`src/rtl/elevator_pkg.sv`:
```
// Shared definitions for the elevator request scheduler.
//   state_t    : car sequencer states (IDLE, MOVE_UP, MOVE_DN, DOOR)
//   DIR_*      : encodings driven on the dir output
//   DEFAULT_NUM_FLOORS / FLOOR_W : floor count and fixed floor index width
package elevator_pkg;

    localparam int DEFAULT_NUM_FLOORS = 5;
    localparam int FLOOR_W            = 3;

    typedef enum logic [2:0] {
        IDLE    = 3'd0,
        MOVE_UP = 3'd1,
        MOVE_DN = 3'd2,
        DOOR    = 3'd3
    } state_t;

    localparam logic [1:0] DIR_IDLE = 2'b00;
    localparam logic [1:0] DIR_UP   = 2'b01;
    localparam logic [1:0] DIR_DN   = 2'b10;

endpackage

```
`src/rtl/elevator_dir_select.sv`:
```
// Combinational SCAN direction decision.
// Ports:
//   pending   in  latched unserved floor requests
//   floor     in  current car floor
//   last_dir  in  direction of the last sweep (0 up, 1 down)
//   sweep     in  1: requests on both sides follow last_dir (door exit)
//                 0: requests on both sides go to the nearest side, ties up (idle)
//   go_up     out move up next
//   go_down   out move down next
//   stop_here out the current floor itself is requested
module elevator_dir_select
    import elevator_pkg::*;
#(
    parameter int NUM_FLOORS = DEFAULT_NUM_FLOORS
) (
    input  logic [NUM_FLOORS-1:0] pending,
    input  logic [FLOOR_W-1:0]    floor,
    input  logic                  last_dir,
    input  logic                  sweep,
    output logic                  go_up,
    output logic                  go_down,
    output logic                  stop_here
);

    logic [NUM_FLOORS-1:0] above;
    logic [NUM_FLOORS-1:0] below;
    logic                  has_above;
    logic                  has_below;
    int                    up_dist;
    int                    dn_dist;

    for (genvar gi = 0; gi < NUM_FLOORS; gi++) begin : g_side
        assign above[gi] = pending[gi] & (gi > int'(floor));
        assign below[gi] = pending[gi] & (gi < int'(floor));
    end

    assign has_above = |above;
    assign has_below = |below;

    always_comb begin
        up_dist = NUM_FLOORS;
        dn_dist = NUM_FLOORS;
        // Scan downward so the closest request above wins.
        for (int i = NUM_FLOORS - 1; i >= 0; i--) begin
            if (above[i]) up_dist = i - int'(floor);
        end
        // Scan upward so the closest request below wins.
        for (int i = 0; i < NUM_FLOORS; i++) begin
            if (below[i]) dn_dist = int'(floor) - i;
        end
    end

    always_comb begin
        stop_here = pending[floor];
        go_up     = 1'b0;
        go_down   = 1'b0;
        if (!stop_here) begin
            if (has_above && has_below) begin
                if (sweep) begin
                    go_up   = ~last_dir;
                    go_down = last_dir;
                end else begin
                    go_up   = (up_dist <= dn_dist);
                    go_down = (up_dist > dn_dist);
                end
            end else begin
                go_up   = has_above;
                go_down = has_below;
            end
        end
    end

endmodule

```
`src/rtl/elevator_request_scheduler.sv`:
```
// Request-latching SCAN scheduler and car sequencer.
// Latches call buttons into a pending mask, sequences the car floor by floor
// with a travel timer, holds the door open for a fixed interval at each stop
// and picks the next direction in collective (SCAN) order.
// Ports:
//   clk        in  clock, rising edge
//   rst        in  asynchronous active-low reset
//   req        in  call buttons, bit i = floor i
//   floor      out current car floor
//   dir        out 00 idle/stopped, 01 up, 10 down
//   state      out 0 IDLE, 1 MOVE_UP, 2 MOVE_DN, 3 DOOR
//   door_open  out high while in DOOR
//   pending    out latched unserved requests
//   busy       out car active or requests outstanding
// Build option: define ELEV_DOOR_REOPEN_EN so that a call for the current floor
// during DOOR restarts the door timer; otherwise the call is absorbed.
module elevator_request_scheduler
    import elevator_pkg::*;
#(
    parameter int NUM_FLOORS    = DEFAULT_NUM_FLOORS,
    parameter int TRAVEL_CYCLES = 4,
    parameter int DOOR_CYCLES   = 3
) (
    input  logic                  clk,
    input  logic                  rst,
    input  logic [NUM_FLOORS-1:0] req,
    output logic [FLOOR_W-1:0]    floor,
    output logic [1:0]            dir,
    output logic [2:0]            state,
    output logic                  door_open,
    output logic [NUM_FLOORS-1:0] pending,
    output logic                  busy
);

    // One counter serves both the travel and the door timer; the two
    // intervals never overlap.
    localparam int MAX_CYCLES = (TRAVEL_CYCLES > DOOR_CYCLES) ? TRAVEL_CYCLES : DOOR_CYCLES;
    localparam int CNT_W      = (MAX_CYCLES < 2) ? 1 : $clog2(MAX_CYCLES);
    localparam logic [CNT_W-1:0]   TRAVEL_LAST = CNT_W'(TRAVEL_CYCLES - 1);
    localparam logic [CNT_W-1:0]   DOOR_LAST   = CNT_W'(DOOR_CYCLES - 1);
    localparam logic [FLOOR_W-1:0] TOP_FLOOR   = FLOOR_W'(NUM_FLOORS - 1);

    state_t                state_reg, state_next;
    logic [FLOOR_W-1:0]    floor_reg, floor_next, arrive_floor;
    logic [CNT_W-1:0]      cnt_reg, cnt_next;
    logic                  last_dir_reg, last_dir_next;
    logic [NUM_FLOORS-1:0] pending_reg, clear_mask;
    logic                  go_up, go_down, stop_here;

    elevator_dir_select #(
        .NUM_FLOORS (NUM_FLOORS)
    ) u_dir_select (
        .pending   (pending_reg),
        .floor     (floor_reg),
        .last_dir  (last_dir_reg),
        .sweep     (state_reg == DOOR),
        .go_up     (go_up),
        .go_down   (go_down),
        .stop_here (stop_here)
    );

    // State register
    always_ff @(posedge clk or negedge rst) begin
        if (!rst) state_reg <= IDLE;
        else      state_reg <= state_next;
    end

    // Datapath registers
    always_ff @(posedge clk or negedge rst) begin
        if (!rst) begin
            floor_reg    <= '0;
            cnt_reg      <= '0;
            last_dir_reg <= 1'b0;
            pending_reg  <= '0;
        end else begin
            floor_reg    <= floor_next;
            cnt_reg      <= cnt_next;
            last_dir_reg <= last_dir_next;
            pending_reg  <= (pending_reg | req) & ~clear_mask;
        end
    end

    // Next-state logic
    always_comb begin
        state_next    = state_reg;
        floor_next    = floor_reg;
        cnt_next      = cnt_reg;
        last_dir_next = last_dir_reg;
        clear_mask    = '0;
        arrive_floor  = floor_reg;
        case (state_reg)
            IDLE: begin
                cnt_next = '0;
                if (stop_here) begin
                    state_next            = DOOR;
                    clear_mask[floor_reg] = 1'b1;
                end else if (go_up) begin
                    state_next    = MOVE_UP;
                    last_dir_next = 1'b0;
                end else if (go_down) begin
                    state_next    = MOVE_DN;
                    last_dir_next = 1'b1;
                end
            end
            MOVE_UP, MOVE_DN: begin
                if (cnt_reg == TRAVEL_LAST) begin
                    cnt_next = '0;
                    // Saturate at the shaft ends so the floor stays in range.
                    if (state_reg == MOVE_UP)
                        arrive_floor = (floor_reg < TOP_FLOOR) ? floor_reg + FLOOR_W'(1) : floor_reg;
                    else
                        arrive_floor = (floor_reg != '0) ? floor_reg - FLOOR_W'(1) : floor_reg;
                    floor_next = arrive_floor;
                    if (pending_reg[arrive_floor]) begin
                        state_next               = DOOR;
                        clear_mask[arrive_floor] = 1'b1;
                    end else if ((state_reg == MOVE_UP && arrive_floor == TOP_FLOOR) ||
                                 (state_reg == MOVE_DN && arrive_floor == '0)) begin
                        state_next = IDLE;
                    end
                end else begin
                    cnt_next = cnt_reg + CNT_W'(1);
                end
            end
            DOOR: begin
                // Calls for the open floor are absorbed while the door is open.
                clear_mask[floor_reg] = 1'b1;
`ifdef ELEV_DOOR_REOPEN_EN
                if (req[floor_reg]) begin
                    cnt_next = '0;
                end else
`endif
                if (cnt_reg == DOOR_LAST) begin
                    cnt_next = '0;
                    if (go_up) begin
                        state_next    = MOVE_UP;
                        last_dir_next = 1'b0;
                    end else if (go_down) begin
                        state_next    = MOVE_DN;
                        last_dir_next = 1'b1;
                    end else begin
                        state_next = IDLE;
                    end
                end else begin
                    cnt_next = cnt_reg + CNT_W'(1);
                end
            end
            default: begin
                state_next = IDLE;
                cnt_next   = '0;
            end
        endcase
    end

    // Outputs
    always_comb begin
        dir       = DIR_IDLE;
        door_open = 1'b0;
        case (state_reg)
            MOVE_UP: dir       = DIR_UP;
            MOVE_DN: dir       = DIR_DN;
            DOOR:    door_open = 1'b1;
            default: dir       = DIR_IDLE;
        endcase
        busy = (state_reg != IDLE) || (pending_reg != '0);
    end

    assign floor   = floor_reg;
    assign state   = state_reg;
    assign pending = pending_reg;

endmodule

```
`config.mk`:
```
export PLATFORM = sky130hd
export DESIGN_NAME = elevator_request_scheduler
export DESIGN_NICKNAME = d
export VERILOG_FILES = /design/src/rtl/elevator_pkg.sv /design/src/rtl/elevator_dir_select.sv /design/src/rtl/elevator_request_scheduler.sv
export SDC_FILE = /design/constraint.sdc
export NUM_CORES = 1
export LEC_CHECK = 0
export ABC_AREA = 1
export BUFFER_PORTS_ARGS = -buffer_cell sky130_fd_sc_hd__buf_2
export CELL_PAD_IN_SITES_DETAIL_PLACEMENT = 0
export CELL_PAD_IN_SITES_GLOBAL_PLACEMENT = 1
export CORE_MARGIN = 1.5
export CORE_UTILIZATION = 37
export CTS_CLUSTER_DIAMETER = 30
export CTS_CLUSTER_SIZE = 16
export DETAILED_ROUTE_END_ITERATION = 7
export GPL_ROUTABILITY_DRIVEN = 1
export PLACE_DENSITY = 0.8
export SLEW_MARGIN = 10
export SYNTH_ARGS = -nofsm -noshare
export SYNTH_HDL_FRONTEND = slang
export SYNTH_SLANG_ARGS = --single-unit
```
`constraint.sdc`:
```
create_clock -name clk -period 2.8 [get_ports clk]
set_input_delay 0.56 -clock clk [delete_from_list [all_inputs] [get_ports clk]]
set_output_delay 0.56 -clock clk [all_outputs]
set_load 0.02 [all_outputs]
```
**Yosys cells after proc, flatten, opt, wreduce, memory -nomap -nowiden**

Cells that the tools add are included.

- $add $sub $neg: 11
- Magnitude comparators: 16
- Equal/unequal tests: 11
- Multiplexer cells: 52
- Bitwise operators: 13
- Reduce and logical (&&, ||, !) cells: 19

Operators with widths:

| cell | count |
|---|---|
| $mux W32 | 8 |
| $mux W3 | 13 |
| $gt A32 B32 Y1 | 1 |
| $le A32 B32 Y1 | 1 |
| $mux W1 | 15 |
| $mux W5 | 3 |
| $pmux W5 S3 | 1 |
| $and A1 B1 Y1 | 9 |
| $pmux W3 S3 | 1 |
| $lt A3 B4 Y1 const B | 2 |
| $mux W2 | 4 |
| $pmux W2 S2 | 2 |
| $sub A2 B3 Y4 const A | 2 |
| $sub A3 B2 Y4 const B | 2 |
| $bmux W1 S3 | 2 |
| $demux W1 S3 | 2 |
| $eq A3 B2 Y1 const B | 2 |
| $ge A3 B1 Y1 const B | 2 |
| $gt A2 B3 Y1 const A | 2 |
| $logic_not A3 Y1 | 2 |
| $lt A1 B3 Y1 const A | 2 |
| $lt A2 B3 Y1 const A | 2 |
| $ne A2 B2 Y1 const B | 3 |
| $reduce_bool A3 Y1 | 2 |
| 31 further kinds | 37 |

- Flip-flop bits (word level): 14
- Input bits: 7
- Output and inout bits: 15
- Logic and storage cells: 127

**Depth between registers and ports, before layout**

- Depth after elaboration: 15
- Gate-level depth with buffers: 25
- Depth with buffers taken out: 25

**By module**

A second synthesis with hierarchy kept.

- Cells, all modules: 268
- Area total of the unflattened synthesis: 1,789.2 µm²

Modules (own cells, without submodules):

| module | instances | cells an instance | area each (µm²) | sequential area each (µm²) |
|---|---|---|---|---|
| elevator_request_scheduler | 1 | 154 | 1,103.6 | 325.3 |
| elevator_dir_select | 1 | 114 | 685.7 | 0.0 |

**Worst setup path before layout**

No wires, ideal clock.

- Path type: reg2reg
- Start point: register floor_reg[1] (netlist: floor[1])
- End point: register state_reg[1] (netlist: state[1])
- Setup time: 0.118 ns
- Data arrival time: 2.738 ns
- Required time: 2.682 ns
- Setup slack: -0.056 ns
- Stages on the path, launching flop included: 24
- Path buffers: 0
- Period minus slack after synthesis: 2.856 ns
- Cell sequence: dfrtp_1 -> ha_1 -> inv_1 -> ha_1 -> inv_1 -> nand2_1 -> inv_1 -> nor3_1 -> nand2_1 -> a41o_1 -> nand2_1 -> ha_1 -> nand2_1 -> inv_1 -> nand2_1 -> nand2_1 -> nand2_1 -> nand2_1 -> nand2_2 -> nand3_2 -> nand3_2 -> nand3_2 -> nand2_1 -> o21ai_2

- Cells in the longest elaborated chain, start to end: 15
- Elaborated cells between the ends (all ways): 75
- Classes of those cells: add/sub (10); order compare (12); eq/ne (3); mux (32); bitwise (9); reduce/logical (9)

RTL lines:

| element | line | source |
|---|---|---|
| start: declaration | elevator_request_scheduler.sv:44 | `logic [FLOOR_W-1:0] floor_reg, floor_next, arrive_floor;` |
| start signal: assignment | elevator_request_scheduler.sv:76 | `floor_reg <= floor_next;` |
| $lt A1 B3 Y1 | elevator_dir_select.sv:34 | `assign below[gi] = pending[gi] & (gi < int'(floor));` |
| $and A1 B1 Y1 | elevator_dir_select.sv:34 |  |
| $mux W3 | elevator_dir_select.sv:49 | `if (below[i]) dn_dist = int'(floor) - i;` |
| $mux W32 (4 in a row) | elevator_dir_select.sv:49 |  |
| $gt A32 B32 Y1 | elevator_dir_select.sv:64 | `go_down = (up_dist > dn_dist);` |
| $mux W1 | elevator_dir_select.sv:59 | `if (sweep) begin` |
| $mux W1 | elevator_dir_select.sv:58 | `if (has_above && has_below) begin` |
| $mux W1 | elevator_dir_select.sv:57 | `if (!stop_here) begin` |
| $mux W2 | elevator_request_scheduler.sv:138 | `end else if (go_down) begin` |
| $mux W2 | elevator_request_scheduler.sv:135 | `if (go_up) begin` |
| $mux W3 | elevator_request_scheduler.sv:133 | `if (cnt_reg == DOOR_LAST) begin` |
| $pmux W3 S3 | elevator_request_scheduler.sv:91 | `case (state_reg)` |
| end signal: assignment | elevator_request_scheduler.sv:65 | `else state_reg <= state_next;` |
| end: declaration | elevator_request_scheduler.sv:43 | `state_t state_reg, state_next;` |

Several ways; a longest one is shown, not always the timed one. The select of a mux whose other input is x is not followed.
A chain may end at the register's enable or synchronous reset.

**Worst setup path after layout**

- Start point: register floor_reg[1] (netlist: floor[1])
- End point: register state_reg[0] (netlist: state[0])

- Cells in the longest elaborated chain, start to end: 14
- Elaborated cells between the ends (all ways): 74
- Classes of those cells: add/sub (10); order compare (12); eq/ne (3); mux (31); bitwise (9); reduce/logical (9)

RTL lines:

| element | line | source |
|---|---|---|
| $lt A1 B3 Y1 | elevator_dir_select.sv:34 |  |
| $and A1 B1 Y1 | elevator_dir_select.sv:34 |  |
| $mux W3 | elevator_dir_select.sv:49 |  |
| $mux W32 (4 in a row) | elevator_dir_select.sv:49 |  |
| $le A32 B32 Y1 | elevator_dir_select.sv:63 | `go_up = (up_dist <= dn_dist);` |
| $mux W1 | elevator_dir_select.sv:59 |  |
| $mux W1 | elevator_dir_select.sv:58 |  |
| $mux W1 | elevator_dir_select.sv:57 |  |
| $mux W2 or $mux W3 (tied branches) | elevator_request_scheduler.sv:135, elevator_request_scheduler.sv:97 |  |
| $mux W3, on equally long branches | elevator_request_scheduler.sv:133, elevator_request_scheduler.sv:94 |  |
| $pmux W3 S3 | elevator_request_scheduler.sv:91 |  |

Several ways; a longest one is shown, not always the timed one. The select of a mux whose other input is x is not followed.

==> impl_metrics.toml <==
[worst_setup_path]
end_kind = "flop"
crit_arrival_ps = 2940
worstPathRequired_ps = 2990
start_kind = "flop"
setup.worst_path.class = "flop to flop"
path_max_fanout = 7

[clock_network]
cts_inserted_buffers = 3
clk_pin_slew_worst_paths_ps = 60
cts_tree = "done"
clockBufferDepth = 2
clock-sinks = 13
root_buffer = "clkbuf_8"
clk_latency_ps = 250
cts_max_level = 1

[hold_path]
hp-class = "input port to asynchronous set/reset pin"

[global_route]
grt_usage_pct = 19.8
grt_max_degree = 14
overflow = 0
antenna_found_initial = 0
grt_pass1_vias = 1755
grt_pass1_wl_microns = 8280

[place]
place.gp.congestion = 0.873
dp_hpwl_microns = 3780
place_ws_ps = -22.8
port_buffers = 20
placed_cell_area_sq_mm = 0.00202

[sta]
timing.final.ws_setup_ps = 45.8
hold_viol = 0
fin_skew_ps = 3.38
fin_crit_sh_pct = 98.4
setup-violations-final = 0
min_period_ps = 2750
grt_setup_unrepaired = "true"
fmaxAchievable_ghz = 0.363
slew_violations = 0

[drt]
dr.first_iter.drc_count = 121
routed_wl_microns = 4860
ant_nets = 0
first_pass_iters = 4
wl_per_cell_microns = 13.3
drc = 0
dr_total_vias = 1822
avgViaCountPerCell = 4.98

[status]
status = "finished, final reports clean"

[yosys]
syn_nets = 303
yosysWarnings = 0
ys_types = 34
ys_seq_elements = 13
netlist_area_sq_mm = 0.00179
yosysSeqAreaShare_pct = 18.2
syn_avg_cell_area_sq_um = 6.55
netlist_instances = 273

[floorplanning]
row_count = 25
die_h_microns = 72.5
die_w_microns = 72.5
die_area_sq_mm = 0.00526
fp.coreArea_sq_mm = 0.00469
start_util_pct = 38.1
io-pin-count = 22

[cells_and_area]
regArea_sq_um = 328
multiInputGateArea_sq_mm = 0.00137
nFillCells = 510
area_delta_synth_final_pct = 22.9
layout-drive-gt1-share_pct = 32.4
num_antenna_cells = 0
fin_area_sq_mm = 0.00220
nets = 343
largest_reg_flops = 5

[power]
ir_drop_mv = 0.594
leakage_nw = 1.16
power_density_mw_per_mm2 = 1080

[flow_run]
drv_cap = 0
==> critical path, cell delays in order, from the launching register on <==
cell	delay [ps]
dfrtp_2	450
inv_4	100
ha_2	180
inv_1	40
ha_1	200
nand2_2	130
o21ai_0	140
o22ai_1	190
inv_1	60
ha_1	280
nand2_1	70
nand2_1	50
nand2_1	50
nand2_1	50
nand2_2	70
nand2_2	50
nand2_2	80
nand3_2	90
nand3_2	110
nand2_1	60
nor2_1	90
nand3_1	70
nand2_1	70
==> metrics by stage <==
stage	cells	setup TNS (ps)	power, W	hold slack, ps	utilization [%]
final	366	0	0.00237	203	46.9
after global routing	366	-339	0.00265	227	46.9
after CTS	360	0	0.00225	211	44.1
after detailed placement	356	-29.6	0.00207	472	43.0
after global placement	356	0	0.00206	485	43.0
after floorplan	273	0	0.00169	264	-
==> synth_stat cells (all sizes together) <==
cell,number,area (sq um)
nor3b,1,7.51
inv,36,138
clkbuf,1,13.8
a21oi,14,70.1
a31oi,3,18.8
or2,1,6.26
ha,23,288
nor3,3,15.0
a41o,1,10.0
buf,3,23.8
o21bai,1,7.51
nor4,1,6.26
dfrtp,13,325
nor2,25,109
nand2,91,404
conb,1,3.75
o22a,1,8.76
o21ai,18,93.8
a311oi,1,8.76
nand4,5,31.3
o22ai,2,12.5
nand3,28,188
==> final cells by class <==
class	instances	share of cell area [%]
repair buffers	39	11.0
flip-flops and latches	13	14.9
inverters	36	6.60
multi-input cells	220	62.3
clock buffers	4	2.05
well taps	54	3.07
==> cell usage in the layout (no fill, tap or decap), drive strengths merged <==
cell	Yosys	final
nand2	91	91
buf	3	39
inv	36	35
nand3	28	28
nor2	25	25
ha	23	23
o21ai	18	18
a21oi	14	14
dfrtp	13	13
nand4	5	5
clkbuf	1	4
a31oi	3	3
nor3	3	3
o22ai	2	2
clkinv	0	1
a311oi	1	1
a41o	1	1
nor3b	1	1
nor4	1	1
or2	1	1
o22a	1	1
o21bai	1	1
conb	1	1
==> per-layer routing <==
metal,GRT usage [%],up-vias,wire [microns]
li1,-,971,-
met1,27.6,820,2400
met2,33.0,25,2310
met3,1.39,6,90
met4,5.45,0,54
met5,0,-,0
==> power by group <==
group	switching, W	total [W]	leakage [nW]	internal (W)
registers	0.0000764	0.000323	0.150	0.000247
clock network	0.0000733	0.000174	0.0228	0.000101
logic	0.00118	0.00187	0.989	0.000687
total	0.00133	0.00237	1.16	0.00103
==> final timing paths <==
check / from / endpoint / slack [ps] / cells past startpoint
setup reg to reg: floor[1]$_DFFE_PN0P_ / state[0]$_DFFE_PN0P_ / 50 / 22
setup / recovery: floor[1]$_DFFE_PN0P_ / state[0]$_DFFE_PN0P_ / 50 / 22
max in group asynchronous: rst / floor[0]$_DFFE_PN0P_ / 2320 / 1
hold / removal: rst / last_dir_reg$_DFFE_PN0P_ / 200 / 1
min in group clk: last_dir_reg$_DFFE_PN0P_ / last_dir_reg$_DFFE_PN0P_ / 510 / 1
hold reg to reg: last_dir_reg$_DFFE_PN0P_ / last_dir_reg$_DFFE_PN0P_ / 510 / 1
==> cells by family after synthesis <==
kind of cell | after synthesis | synth area share, %
AO/OA/AOI/OAI | 41 | 12.9
adder cells (fa/ha/maj) | 23 | 16.1
buffers and inverters | 40 | 9.79
flip-flops | 13 | 18.2
other | 1 | 0.210
AND/OR/NAND/NOR | 155 | 42.9
==> what timing repair did <==
item,CTS,global route
buffers inserted,0,6
pin swaps,0,13
setup endpoints to repair,2,3
resized for setup,1,29
hold buffers,0,0
Note: power is estimated with default switching activity, not from simulation.
